===== src/rtl/usb_rx_decoder.sv =====
// usb_rx_decoder: USB receive line decoder. Samples DP/DM once per clock,
// checks SYNC, NRZI-decodes, strips stuffed bits, detects EOP and emits a
// registered bit stream with start/last framing strobes.
// Optional feature macro: RX_STUFF_ERR_EN (stuff violations become errors).
module usb_rx_decoder (
    input  logic clk,
    input  logic rst_L,
    input  logic dp_in,
    input  logic dm_in,
    input  logic rx_en,
    output logic bit_out,
    output logic bit_valid,
    output logic start,
    output logic last,
    output logic rx_active,
    output logic rx_err,
    output logic stuff_err
);

    typedef enum logic [2:0] {S_IDLE, S_SYNC, S_DATA, S_EOP, S_ERROR} state_t;

    state_t     state, state_d;
    logic [2:0] sync_cnt, sync_cnt_d;   // SYNC bits received so far
    logic [2:0] ones_cnt, ones_cnt_d;   // consecutive decoded ones
    logic [1:0] se0_cnt, se0_cnt_d;     // SE0 samples seen in EOP
    logic       prev_j, prev_j_d;       // previous line level was J
    logic       first, first_d;         // next emitted bit is the first payload bit
    logic       seen_se0, seen_se0_d;   // ERROR has seen an SE0 (exit armed)
    logic       bit_out_d, bit_valid_d, start_d, last_d, rx_active_d;
    logic       rx_err_d, stuff_err_d;

    logic line_j, line_k, line_se0, line_se1, dec;

    assign line_j   =  dp_in & ~dm_in;
    assign line_k   = ~dp_in &  dm_in;
    assign line_se0 = ~dp_in & ~dm_in;
    assign line_se1 =  dp_in &  dm_in;
    // NRZI: a 1 is an unchanged level; only meaningful on J/K samples
    assign dec      = (line_j == prev_j);

    // State, counters and all registered outputs
    always_ff @(posedge clk) begin
        if (!rst_L) begin
            state     <= S_IDLE;
            sync_cnt  <= '0;
            ones_cnt  <= '0;
            se0_cnt   <= '0;
            prev_j    <= 1'b1;
            first     <= 1'b0;
            seen_se0  <= 1'b0;
            bit_out   <= 1'b0;
            bit_valid <= 1'b0;
            start     <= 1'b0;
            last      <= 1'b0;
            rx_active <= 1'b0;
            rx_err    <= 1'b0;
            stuff_err <= 1'b0;
        end else begin
            state     <= state_d;
            sync_cnt  <= sync_cnt_d;
            ones_cnt  <= ones_cnt_d;
            se0_cnt   <= se0_cnt_d;
            prev_j    <= prev_j_d;
            first     <= first_d;
            seen_se0  <= seen_se0_d;
            bit_out   <= bit_out_d;
            bit_valid <= bit_valid_d;
            start     <= start_d;
            last      <= last_d;
            rx_active <= rx_active_d;
            rx_err    <= rx_err_d;
            stuff_err <= stuff_err_d;
        end
    end

    // Next-state, counter and output decode for the current line sample
    always_comb begin
        state_d     = state;
        sync_cnt_d  = sync_cnt;
        ones_cnt_d  = ones_cnt;
        se0_cnt_d   = se0_cnt;
        prev_j_d    = prev_j;
        first_d     = first;
        seen_se0_d  = seen_se0;
        bit_out_d   = 1'b0;
        bit_valid_d = 1'b0;
        start_d     = 1'b0;
        last_d      = 1'b0;
        rx_err_d    = 1'b0;
        stuff_err_d = 1'b0;

        if (!rx_en) begin
            // host owns the bus: abort silently, overriding any error
            state_d = S_IDLE;
        end else begin
            case (state)
                S_IDLE: begin
                    // first K is SYNC bit 0 (decoded 0 against idle J)
                    if (line_k) begin
                        state_d    = S_SYNC;
                        sync_cnt_d = 3'd1;
                        prev_j_d   = 1'b0;
                    end
                end
                S_SYNC: begin
                    if (line_j || line_k) begin
                        prev_j_d = line_j;
                        if (sync_cnt == 3'd7) begin
                            if (dec) begin
                                state_d    = S_DATA;
                                ones_cnt_d = 3'd1;   // trailing SYNC 1 counts toward stuffing
                                first_d    = 1'b1;
                                sync_cnt_d = '0;
                            end else begin
                                state_d = S_ERROR;
                            end
                        end else if (!dec) begin
                            sync_cnt_d = sync_cnt + 3'd1;
                        end else begin
                            state_d = S_ERROR;
                        end
                    end else begin
                        state_d = S_ERROR;
                    end
                end
                S_DATA: begin
                    if (line_j || line_k) begin
                        prev_j_d = line_j;
                        if (ones_cnt == 3'd6) begin
                            ones_cnt_d = '0;
                            if (dec) begin
`ifdef RX_STUFF_ERR_EN
                                stuff_err_d = 1'b1;
                                state_d     = S_ERROR;
`endif
                            end
                        end else begin
                            bit_out_d   = dec;
                            bit_valid_d = 1'b1;
                            start_d     = first;
                            first_d     = 1'b0;
                            ones_cnt_d  = dec ? ones_cnt + 3'd1 : 3'd0;
                        end
                    end else if (line_se0) begin
                        state_d   = S_EOP;
                        se0_cnt_d = 2'd1;
                    end else begin
                        state_d = S_ERROR;
                    end
                end
                S_EOP: begin
                    if (line_se0 && se0_cnt == 2'd1) begin
                        se0_cnt_d = 2'd2;
                    end else if (line_j && se0_cnt == 2'd2) begin
                        last_d  = 1'b1;
                        state_d = S_IDLE;
                    end else begin
                        state_d = S_ERROR;
                    end
                end
                S_ERROR: begin
                    if (line_se0) begin
                        seen_se0_d = 1'b1;
                    end else if (line_j && seen_se0) begin
                        state_d = S_IDLE;
                    end
                end
                default: state_d = S_IDLE;
            endcase
        end

        // every entry into ERROR is reported once and clears the framing context
        if (state_d == S_ERROR && state != S_ERROR) begin
            rx_err_d   = 1'b1;
            seen_se0_d = 1'b0;
            ones_cnt_d = '0;
            se0_cnt_d  = '0;
            sync_cnt_d = '0;
            first_d    = 1'b0;
        end

        // IDLE always starts from a clean slate with the line assumed at J
        if (state_d == S_IDLE) begin
            sync_cnt_d = '0;
            ones_cnt_d = '0;
            se0_cnt_d  = '0;
            prev_j_d   = 1'b1;
            first_d    = 1'b0;
            seen_se0_d = 1'b0;
        end

        rx_active_d = (state_d == S_DATA) || (state_d == S_EOP);
    end

endmodule


===== config.mk =====
export PLATFORM = sky130hd
export DESIGN_NAME = usb_rx_decoder
export DESIGN_NICKNAME = d
export VERILOG_FILES = /design/src/rtl/usb_rx_decoder.sv
export SDC_FILE = /design/constraint.sdc
export NUM_CORES = 1
export LEC_CHECK = 0
export ABC_AREA = 1
export CORE_MARGIN = 2
export CORE_UTILIZATION = 56
export CTS_CLUSTER_SIZE = 28
export DETAILED_ROUTE_END_ITERATION = 8
export MAX_ROUTING_LAYER = met4
export PLACE_DENSITY = 0.78
export RECOVER_POWER = 100
export SLEW_MARGIN = 5
export SYNTH_ARGS = -nofsm -noshare
export SYNTH_HDL_FRONTEND = slang
export SYNTH_SLANG_ARGS = --single-unit
export TNS_END_PERCENT = 5

===== constraint.sdc =====
create_clock -name clk -period 2.3 [get_ports clk]
set_clock_uncertainty 0.1 [all_clocks]
set_input_delay 0.46 -clock clk [delete_from_list [all_inputs] [get_ports clk]]
set_output_delay 0.46 -clock clk [all_outputs]
set_load 0.01 [all_outputs]

# Word-level counts from Yosys, hierarchy flattened
# Cells that the tools add are included.
# word_totals
ff_bits	20
input_bits	5
output_inout_bits	7
wordCells	116
# op_classes
addsub	2
eq_ne	25
n_mux	42
bitwise_logic	10
n_reduce_logical	24
# op_table
operator	count
$mux W3	23
$ne A2 B2 Y1 const B	9
$pmux W3 S5	1
$eq A3 B2 Y1 const B	4
$eq A3 B3 Y1 const B	4
$pmux W3 S2	2
$reduce_and A6 Y1	2
$mux W1	10
$ne A3 B3 Y1 const B	3
$reduce_and A4 Y1	2
$reduce_bool A2 Y1	4
$not A1 Y1	7
$reduce_and A7 Y1	1
$add A3 B1 Y3 const B	2
$logic_not A3 Y1	2
$mux W2	3
$reduce_and A5 Y1	1
$reduce_or A5 Y1	1
$logic_and A1 B1 Y1	4
$pmux W1 S2	2
$pmux W2 S2	1
$reduce_or A2 Y1	2
$reduce_or A4 Y1	1
$and A1 B1 Y1	3
8 further kinds	9

# Longest topological paths before layout
# Gate-level depths: netlist of the first run.
# depth
word_depth	11
ltp_mapped	15
ltp_nobuf	15

# Worst setup path before layout of the first run
# Ideal clock, no wire load.
# synth_path
path_type	in2reg
from	in dp_in
to	reg sync_cnt[1]
arrival_ns	1.627
required_time_ns	2.081
slack_ns	0.455
cell_stages	14
n_path_buf	0
cell_sequence	inv_1 ha_1 inv_2 nand2_2 nand2_1 nor2_1 nor2_1 nand2_1 nand2_1 nand2_2 nand2_2 nand2_4 nand2_8 nor2_2
# synth_between
elab_chain_cells	10
word_cells_on_any_way	31
# synth_rtl
item	line_no	text
from (decl)	8	input logic dp_in,
$and A1 B1 Y1	34	assign line_j = dp_in & ~dm_in;
$eq A1 B1 Y1	39	assign dec = (line_j == prev_j);
$mux W3, on equally long branches	117, 109	
$mux W3	108	if (sync_cnt == 3'd7) begin
$mux W3	106	if (line_j || line_k) begin
$pmux W3 S5	96	case (state)
$mux W3	92	if (!rx_en) begin
$eq A3 B3 Y1	173	if (state_d == S_ERROR && state != S_ERROR) begin
$logic_and A1 B1 Y1	173	
$reduce_or A3 Y1 (no line)	n/a	
to (signal assigned)	60	sync_cnt <= sync_cnt_d;
to (decl)	23	logic [2:0] sync_cnt, sync_cnt_d;
# Several ways; a longest one is shown, not always the timed one.
# A chain may end at the register's enable or synchronous reset.

# Final worst setup path of the first run
# layout_path
from	in dp_in
to	reg first
# layout_between
elab_chain_cells	10
word_cells_on_any_way	30
# layout_rtl
item	line_no	text
$and A1 B1 Y1	34	
$eq A1 B1 Y1	39	
$mux W3, on equally long branches	117, 109	
$mux W3	108	
$mux W3	106	
$pmux W3 S5	96	
$mux W3	92	
$eq A3 B3 Y1	173	
$logic_and A1 B1 Y1	173	
$reduce_or A3 Y1 (no line)	n/a	
to (signal assigned)	64	first <= first_d;
to (decl)	27	logic first, first_d;
# Several ways; a longest one is shown, not always the timed one.

==> summary.md, run 1 <==
| Metric | Value |
|---|---|
| WL/cell | `12.2 um` |
| Worst-path clk slew | `0.11 ns` |
| Post-CTS resize count | `0` |
| Top FF cell, synth | `dfxtp_1` |
| Number of flops mapped to enable cells by yosys | `0` |
| Reg2Reg Capture Point | `first` |
| Post-synthesis net count | `203` |
| CP required | `2.45 ns` |
| Sequential area share after synthesis | `30.5%` |
| Ports | `12` |
| Antenna violations before repair | `0` |
| CTS tree | `done` |
| ANT nets after route | `0` |
| WHS | `0.410 ns` |
| Core area | `0.00221 sq mm` |
| FP Rows | `17` |
| Post-Synthesis Cells | `191` |
| Crit path max fanout | `10` |
| Fill count | `200` |
| Vias in the first global route | `1210` |
| Setup CP Type | `in -> reg` |
| Combinational power share | `15.5%` |
| Design Area, Final | `0.00155 sq mm` |
| HPWL after DPL | `2410 um` |
| Residual DRC | `0` |
| Worst path cell trace | `clkdlybuf4s50_1, inv_1, ha_2, inv_2, nand2_2, nand2_1, nor2_2, nor2_1, nand2_1, nand2_1, nand2_2, nand2_2, nand2_4, nand2_8, nor2_1` |
| Die span in x | `52.4 um` |
| Setup Viol. Count Final | `0` |
| Post-CTS setup buffers | `0` |
| Seq cells post-synth | `20` |
| Max_cap viols | `0` |
| GRT Total Usage | `26.0%` |
| Root buffer cell | `clkbuf_4` |
| Power per Cell Area | `428 mW/mm^2` |
| Initial Utilization | `59.4%` |
| Gpl congestion | `0.982` |
| Fmax | `0.456 GHz` |
| Clk pwr share | `31.6%` |
| CP max stage delay | `0.48 ns` |
| Register area | `400 sq um` |
| Reg2reg start | `sync_cnt[0]` |
| Worst r2r path cells | `11` |
| Status | `complete, no violations` |
| Skew-Pair Late Insertion Delay | `0.31 ns` |
| Slowest CP cell | `clkdlybuf4s50_1` |
| DR pass1 iterations | `4` |
| Setup WS post-layout | `0.105 ns` |
| Full die area | `0.00275 sq mm` |
| Worst setup SP type | `input port` |
| WL final | `2970 um` |
| # diodes | `0` |
| Worst Setup EP | `first` |
| Nets | `229` |
| WP data arrival | `2.35 ns` |
| Layout area overhead | `17.6%` |
| Netlist cell types | `31` |
| Die span in y | `52.4 um` |
| Via density | `5.30` |
| Largest net degree at the start of global routing | `12` |
| Synth warn | `0` |
| Fin util | `69.9%` |
| Final-report hold violation count | `0` |
| Crit path from | `dp_in` |
| Switching power total | `0.000174 W` |
| Final min period | `2.20 ns` |
| Clock Sink Count | `20` |
| Worst vdd ir | `0.364 mV` |
| Synthesized area | `0.00131 sq mm` |
| Multi-input gate area in the final layout | `774 sq um` |
| IO buf count | `10` |
| Setup TNS | `0 ns` |
| Worst min-delay path category | `reg -> reg` |
| Final period utilization | `95.4%` |
| H-tree depth | `1` |
| Clock buffer count from CTS | `3` |
| DP Area | `0.00153 sq mm` |
| Syn Area/Cell | `6.88 sq um` |
| Worst slack at placement | `-0.193 ns` |
| First-pass GRT wire length | `5110 um` |
| Total gr overflow | `0` |
| Post-synth top area cell | `dfxtp_1` |
| Synth top cells by count | `53 x nand2_1, 20 x dfxtp_1, 20 x inv_1` |
| CTS max path bufs | `2` |
| Final Max Tran Viols | `0` |
| DR vias | `1292` |
| Reg2Reg Setup Slack | `0.39 ns` |
| Most frequent cell after synthesis | `nand2_1` |
| Switch share | `26.3%` |
| P_leak | `0.737 nW` |
| Largest cells by area after synthesis | `dfxtp_1 30%, nand2_1 15%, ha_1 6.7%` |
| Post-synthesis async set-or-reset flop share | `0%` |
| Layout cells sized above 1 | `24.5%` |
| Hold buffers post-CTS | `0` |
| First DRT Iteration DRCs | `41` |
| Flop pwr share | `52.9%` |
| Critical path capture point type | `flip-flop` |
| Internal power | `0.000488 W` |
| Unrepaired setup endpoints after global routing | `false` |
| Synth top area share | `30.5%` |
-- through the flow --
| step | total power [W] | std cells |
|---|---|---|
| final | 0.000661 | 244 |
| after global routing | 0.000692 | 244 |
| after CTS | 0.000665 | 244 |
| after detailed placement | 0.000459 | 240 |
| after global placement | 0.000457 | 240 |
| after floorplan | 0.000422 | 191 |
-- cell type report --
type	instances	share of cell area, %
Tap cell	28	2.27
Clock buffer	4	2.35
Inverter	27	6.56
Multi-Input combinational cell	142	50.1
Timing Repair Buffer	23	12.8
Sequential cell	20	25.9
-- cells in the final DEF (no fill, tap or decap), types with 2 or more instances in the layout --
cell type         n
nand2_1          54
inv_1            20
dfxtp_1          20
nor2_1           19
buf_4            12
o21ai_0          10
nand2_2           9
nor2_2            8
inv_2             7
nand3_1           6
ha_1              6
dlygate4sd3_1     6
a21oi_1           5
clkbuf_4          4
clkdlybuf4s50_1   4
nor3_1            3
nand3_2           2
nor2_4            2
o21ai_1           2
nand3b_1          2
nor4_1            2
-- worst max-delay path: cells and delay by family --
family,cells,cell delay (ns)
fa+ha+maj,1,0.37
simple gates,11,0.93
buf+inv,3,0.59
-- per-layer routing --
metal / GRT usage (%) / routed length, um / vias to the layer above
met3: 3.43 / 214 / 5
met2: 44.0 / 1430 / 52
met5: - / 0 / -
li1: - / - / 647
met1: 32.2 / 1280 / 588
met4: 8.12 / 41 / 0
-- worst min-delay path by stage --
stage | to | depth (start not counted) | slack, ns | from
finish | start | 1 | 0.41 | first
global route | start | 1 | 0.44 | first
CTS | start | 1 | 0.40 | first
detailed placement | start | 1 | 0.37 | first
global placement | start | 1 | 0.38 | first
floorplan | start | 1 | 0.34 | first
-- cell families after synthesis --
group	share of synthesized area (%)
AOI/OAI and AO/OA	9.05
adders and majority gates	6.67
buffers and inverters	9.33
DFF	30.5
other	0.285
and+or+nand+nor	44.2
-- flip-flops by register name, indices dropped and copies added, names as in the netlist, 2 cells and up --
signal	flops
se0_cnt	2
sync_cnt	3
ones_cnt	3
state	3
-- power groups by stage --
stage	registers, W	clock network (W)	logic, W
4_1_cts	0.000350	0.000212	0.000102
2_1_floorplan	0.000358	0	0.0000640
3_3_place_gp	0.000358	0	0.0000993
6_report	0.000350	0.000209	0.000102
5_1_grt	0.000351	0.000229	0.000113
3_5_place_dp	0.000358	0	0.000102
(Power assumes the default switching activity.)
==> run 2, diff against run 1 <==
--- a/config.mk
+++ b/config.mk
@@ -13,6 +13,7 @@
 export MAX_ROUTING_LAYER = met4
 export PLACE_DENSITY = 0.78
 export RECOVER_POWER = 100
+export REMOVE_ABC_BUFFERS = 1
 export SLEW_MARGIN = 5
 export SYNTH_ARGS = -nofsm -noshare
 export SYNTH_HDL_FRONTEND = slang
==> run 2 against run 1 <==
Effect of this change:
- clock power is 3% lower
- flip-flop and latch count unchanged
- critical path type unchanged
- register-to-register slack gained 0.10 ns
- largest cell class unchanged
==> summary.md, run 2 (synthesized netlist as in run 1, its figures left out) <==
| Metric | Value |
|---|---|
| Worst r2r path cells | `11` |
| Final-report hold violation count | `0` |
| GRT Total Usage | `25.8%` |
| Reg2reg start | `sync_cnt[0]` |
| Layout area overhead | `18.3%` |
| Worst slack at placement | `-0.225 ns` |
| Worst min-delay path category | `reg -> reg` |
| DR vias | `1290` |
| CP max stage delay | `0.42 ns` |
| Fill count | `210` |
| Most frequent cells in the layout | `53 x nand2_1, 24 x nor2_1, 20 x inv_1, 20 x dfxtp_1, 12 x buf_4` |
| Worst path cell trace | `clkdlybuf4s50_1, inv_1, ha_1, clkbuf_4, nand2_1, nor2_1, nor2_2, nor2_1, nand2_2, nand3b_1, nand2_8, nor2_1` |
| H-tree depth | `1` |
| Crit-path leading delay family | `simple AND/OR/NAND/NOR gates` |
| First-pass GRT wire length | `5080 um` |
| # diodes | `0` |
| Worst path buffer plus inverter count | `3` |
| Slowest CP cell | `clkdlybuf4s50_1` |
| Post-CTS setup buffers | `0` |
| Crit path max fanout | `10` |
| First DRT Iteration DRCs | `42` |
| Unrepaired setup endpoints after global routing | `false` |
| Total power draw | `0.000656 W` |
| Largest net degree at the start of global routing | `12` |
| WL/cell | `12.6 um` |
| Full die area | `0.00275 sq mm` |
| Setup WS post-layout | `0.133 ns` |
| CTS tree | `done` |
| Initial Utilization | `59.4%` |
| Layout cells sized above 1 | `23.0%` |
| Gpl congestion | `1.01` |
| Final period utilization | `94.2%` |
| Min-delay src | `first` |
| Worst setup SP type | `input port` |
| Fmax | `0.461 GHz` |
| Worst-path clk slew | `0.11 ns` |
| Hold depth | `1` |
| DR pass1 iterations | `5` |
| Setup CP Type | `in -> reg` |
| Final Max Tran Viols | `0` |
| Ports | `12` |
| Setup Viol. Count Final | `0` |
| Biggest regs | `ones_cnt: 3 flops, state: 3 flops, sync_cnt: 3 flops` |
| Root buffer cell | `clkbuf_4` |
| Skew-Pair Late Insertion Delay | `0.29 ns` |
| Power per Cell Area | `422 mW/mm^2` |
| FP Rows | `17` |
| Worst vdd ir | `0.427 mV` |
| Reg2Reg Setup Slack | `0.49 ns` |
| Via density | `5.27` |
| Final min period | `2.17 ns` |
| Core area | `0.00221 sq mm` |
| Clock Sink Count | `20` |
| Total gr overflow | `0` |
| Die span in x | `52.4 um` |
| Hold worst-path end | `start` |
| Antenna violations before repair | `0` |
| Clock buffer count from CTS | `3` |
| IO buf count | `10` |
| P_leak | `0.741 nW` |
| WP data arrival | `2.30 ns` |
| Nets | `230` |
| Status | `complete, no violations` |
| CP dominant cell by count | `nor2_1` |
| Reg2Reg Capture Point | `sync_cnt[1]` |
| Vias in the first global route | `1163` |
| Die span in y | `52.4 um` |
| ANT nets after route | `0` |
| WHS | `0.391 ns` |
| Residual DRC | `0` |
| CP required | `2.43 ns` |
| CTS max path bufs | `2` |
| Critical path capture point type | `flip-flop` |
| Max_cap viols | `0` |
| HPWL after DPL | `2460 um` |
| Commonest non-fill, non-tap cell in the layout | `nand2_1` |
| WL final | `3080 um` |
-- run 2: changes by cell type in the layout (fill, tap and decap cells not counted), sizes merged --
cell | before | now
clkbuf | 5 | 6
-- run 2: report_power, final --
group / switching, W / internal [W] / total [W]
Combinational: 0.0000604 / 0.0000441 / 0.000104
Clock: 0.000105 / 0.0000962 / 0.000202
Sequential: 0.00000227 / 0.000348 / 0.000350
-- run 2: stage by stage --
step                      TNS [ns]  utilization [%]  area [sq um]  std cells
final                            0             70.2          1550        245
after detailed placement     -2.28             69.3          1530        241
after global routing             0             70.2          1550        245
after floorplan                  0                -          1290        189
after CTS                        0             70.9          1570        245
after global placement       -1.97             69.3          1530        241
-- run 2: how the worst max path moves through the flow --
stage | slack (ns) | endpoint | depth (start not counted) | from
2_1_floorplan | 0.45 | sync_cnt[1] | 14 | dp_in
3_3_place_gp | -0.19 | seen_se0 | 15 | dp_in
3_5_place_dp | -0.23 | ones_cnt[1] | 15 | dm_in
4_1_cts | 0.07 | ones_cnt[1] | 15 | dp_in
5_1_grt | 0.01 | sync_cnt[1] | 12 | dm_in
6_report | 0.13 | ones_cnt[1] | 12 | dm_in
-- run 2: metal layers --
| metal | global-route usage [%] | share of wire, % | up-vias |
|---|---|---|---|
| met3 | 4.29 | 7.2 | 10 |
| met4 | 6.41 | 2.3 | 0 |
| li1 | - | - | 651 |
| met5 | - | 0 | - |
| met1 | 34.0 | 45 | 576 |
| met2 | 41.3 | 46 | 53 |
-- run 2: layout make-up --
cell class	count	area (sq um)	area share, %
Clock buffer	4	36.3	2.33
Sequential cell	20	400	25.8
Timing Repair Buffer	24	201	13.0
Inverter	27	101	6.52
Tap cell	28	35.0	2.25
Multi-Input combinational cell	142	779	50.2
-- run 2: timing repair --
item,in CTS,in global routing
endpoints found under the setup margin,0,10
hold buffers,0,0
gates resized for setup,0,1
==> run 3, diff against run 2 <==
--- a/config.mk
+++ b/config.mk
@@ -6,14 +6,13 @@
 export NUM_CORES = 1
 export LEC_CHECK = 0
 export ABC_AREA = 1
-export CORE_MARGIN = 2
-export CORE_UTILIZATION = 56
+export CORE_UTILIZATION = 37
 export CTS_CLUSTER_SIZE = 28
 export DETAILED_ROUTE_END_ITERATION = 8
 export MAX_ROUTING_LAYER = met4
-export PLACE_DENSITY = 0.78
 export RECOVER_POWER = 100
 export REMOVE_ABC_BUFFERS = 1
+export SKIP_LAST_GASP = 1
 export SLEW_MARGIN = 5
 export SYNTH_ARGS = -nofsm -noshare
 export SYNTH_HDL_FRONTEND = slang
==> run 3 against run 2 <==
Effect of this change:
- fmax is 0.96% lower
- worst setup slack worse by 0.021 ns
- first-iteration DRC count is 14% higher
- non-clock buffer count is 2 lower
- critical path depth grew 3
- worst hold slack better by 0.0029 ns
- via count decreased by 8.3%
- core utilization shrank 23 points
- clock-buffer cell count fell by 1
- sequential power hardly changed
- flip-flop and latch count stayed put
- die area is 38% higher
- largest power group unchanged
==> summary.md, run 3 (synthesized netlist as in run 1, its figures left out) <==
| Metric | Value |
|---|---|
| Hold buffers post-CTS | `0` |
| GRT Total Usage | `17.8%` |
| Reg2Reg Setup Slack | `0.52 ns` |
| CP dominant cell by count | `nand2_1` |
| Power per Cell Area | `468 mW/mm^2` |
| Die span in x | `61.6 um` |
| Initial Utilization | `39.1%` |
| WHS | `0.393 ns` |
| Fmax | `0.457 GHz` |
| Ports | `12` |
| Setup CP Type | `in -> reg` |
| Layout area overhead | `19.7%` |
| FP Rows | `21` |
| Hold depth | `1` |
| Total gr overflow | `0` |
| WP depth | `15` |
| CTS max path bufs | `2` |
| First DRT Iteration DRCs | `48` |
| Final Max Tran Viols | `0` |
| Post-CTS resize count | `0` |
| Clock Sink Count | `20` |
| Slowest CP cell | `clkdlybuf4s50_1` |
| Worst path buffer plus inverter count | `3` |
| Clock buffer count from CTS | `3` |
| WL/cell | `10.5 um` |
| Root buffer cell | `clkbuf_4` |
| Final min period | `2.19 ns` |
| Worst vdd ir | `0.339 mV` |
| Status | `complete, no violations` |
| Gpl congestion | `0.928` |
| # diodes | `0` |
| Skew-Pair Late Insertion Delay | `0.30 ns` |
| Residual DRC | `0` |
| Commonest non-fill, non-tap cell in the layout | `nand2_1` |
| HPWL after DPL | `2180 um` |
| H-tree depth | `1` |
| Worst slack at placement | `-0.169 ns` |
| P_leak | `0.734 nW` |
| Total power draw | `0.000736 W` |
| ANT nets after route | `0` |
| Critical path capture point type | `flip-flop` |
| DR pass1 iterations | `4` |
| Layout cells sized above 1 | `23.3%` |
| Core area | `0.00336 sq mm` |
| Most frequent cells in the layout | `54 x nand2_1, 21 x nor2_1, 20 x inv_1, 20 x dfxtp_1` |
| Via density | `4.53` |
| DR vias | `1183` |
| Nets | `228` |
| First-pass GRT wire length | `4730 um` |
| Largest net degree at the start of global routing | `13` |
| CP max stage delay | `0.47 ns` |
| WP data arrival | `2.34 ns` |
| Crit path max fanout | `10` |
| CTS tree | `done` |
| Worst-path clk slew | `0.12 ns` |
| Worst setup SP type | `input port` |
| IO buf count | `10` |
| Full die area | `0.00379 sq mm` |
| Unrepaired setup endpoints after global routing | `false` |
| WL final | `2740 um` |
| Final-report hold violation count | `0` |
| Setup Viol. Count Final | `0` |
| Antenna violations before repair | `0` |
| Worst min-delay path category | `reg -> reg` |
| Worst path cell trace | `clkdlybuf4s50_1, inv_1, ha_2, nand2_1, nor2_1, nand2_1, inv_1, nand2_1, nand2_1, nand2_1, nand2_2, nand2_2, nand2_4, nand2_8, nor2_1` |
| Final period utilization | `95.2%` |
| Die span in y | `61.6 um` |
| CP required | `2.45 ns` |
| Vias in the first global route | `1054` |
| Post-CTS setup buffers | `0` |
| Biggest regs | `ones_cnt: 3 flops, state: 3 flops, sync_cnt: 3 flops` |
| Crit-path leading delay family | `simple AND/OR/NAND/NOR gates` |
| Setup WS post-layout | `0.111 ns` |
| Worst r2r path cells | `13` |
| Max_cap viols | `0` |
==> run 3: cell types whose count changed in the layout (fill, tap and decap cells not counted), sizes merged <==
cell,change
buf,-2
clkbuf,-1
bufinv,+1
==> run 3: cell type report <==
type	count	area (sq um)
Fill cell	367	1790
Multi-Input combinational cell	142	778
Sequential cell	20	400
Timing Repair Buffer	22	183
Inverter	27	101
Tap cell	46	57.6
Clock inverter	1	30.0
Clock buffer	3	22.5
==> run 3: worst paths after layout <==
kind,start,to
worst min-delay path,first,start
worst min register to register,first,start
worst max register to register,sync_cnt[0],sync_cnt[0]
worst max-delay path,dm_in,sync_cnt[0]
==> run 3: per-stage QoR <==
stage / instances / setup TNS [ns] / utilization [%] / cell area [sq um]
CTS: 261 / 0 / 47.4 / 1590
finish: 261 / 0 / 46.8 / 1570
detailed placement: 257 / -1.72 / 45.8 / 1540
floorplan: 189 / 0 / - / 1290
global route: 261 / 0 / 46.8 / 1570
global placement: 257 / -1.46 / 45.8 / 1540
==> run 3: power by group <==
group | leakage [nW] | switching, W | total [W] | internal, W
registers | 0.161 | 0.00000194 | 0.000350 | 0.000348
logic | 0.545 | 0.0000563 | 0.0000947 | 0.0000384
clock network | 0.0279 | 0.000115 | 0.000291 | 0.000176
==> run 3: layer usage <==
layer | global-route usage, % | vias to the layer above | share of wire [%]
met5 | - | - | 0
met4 | 4.76 | 0 | 2.1
met3 | 5.04 | 6 | 3.2
met2 | 26.9 | 24 | 43
met1 | 23.1 | 509 | 52
li1 | - | 644 | -
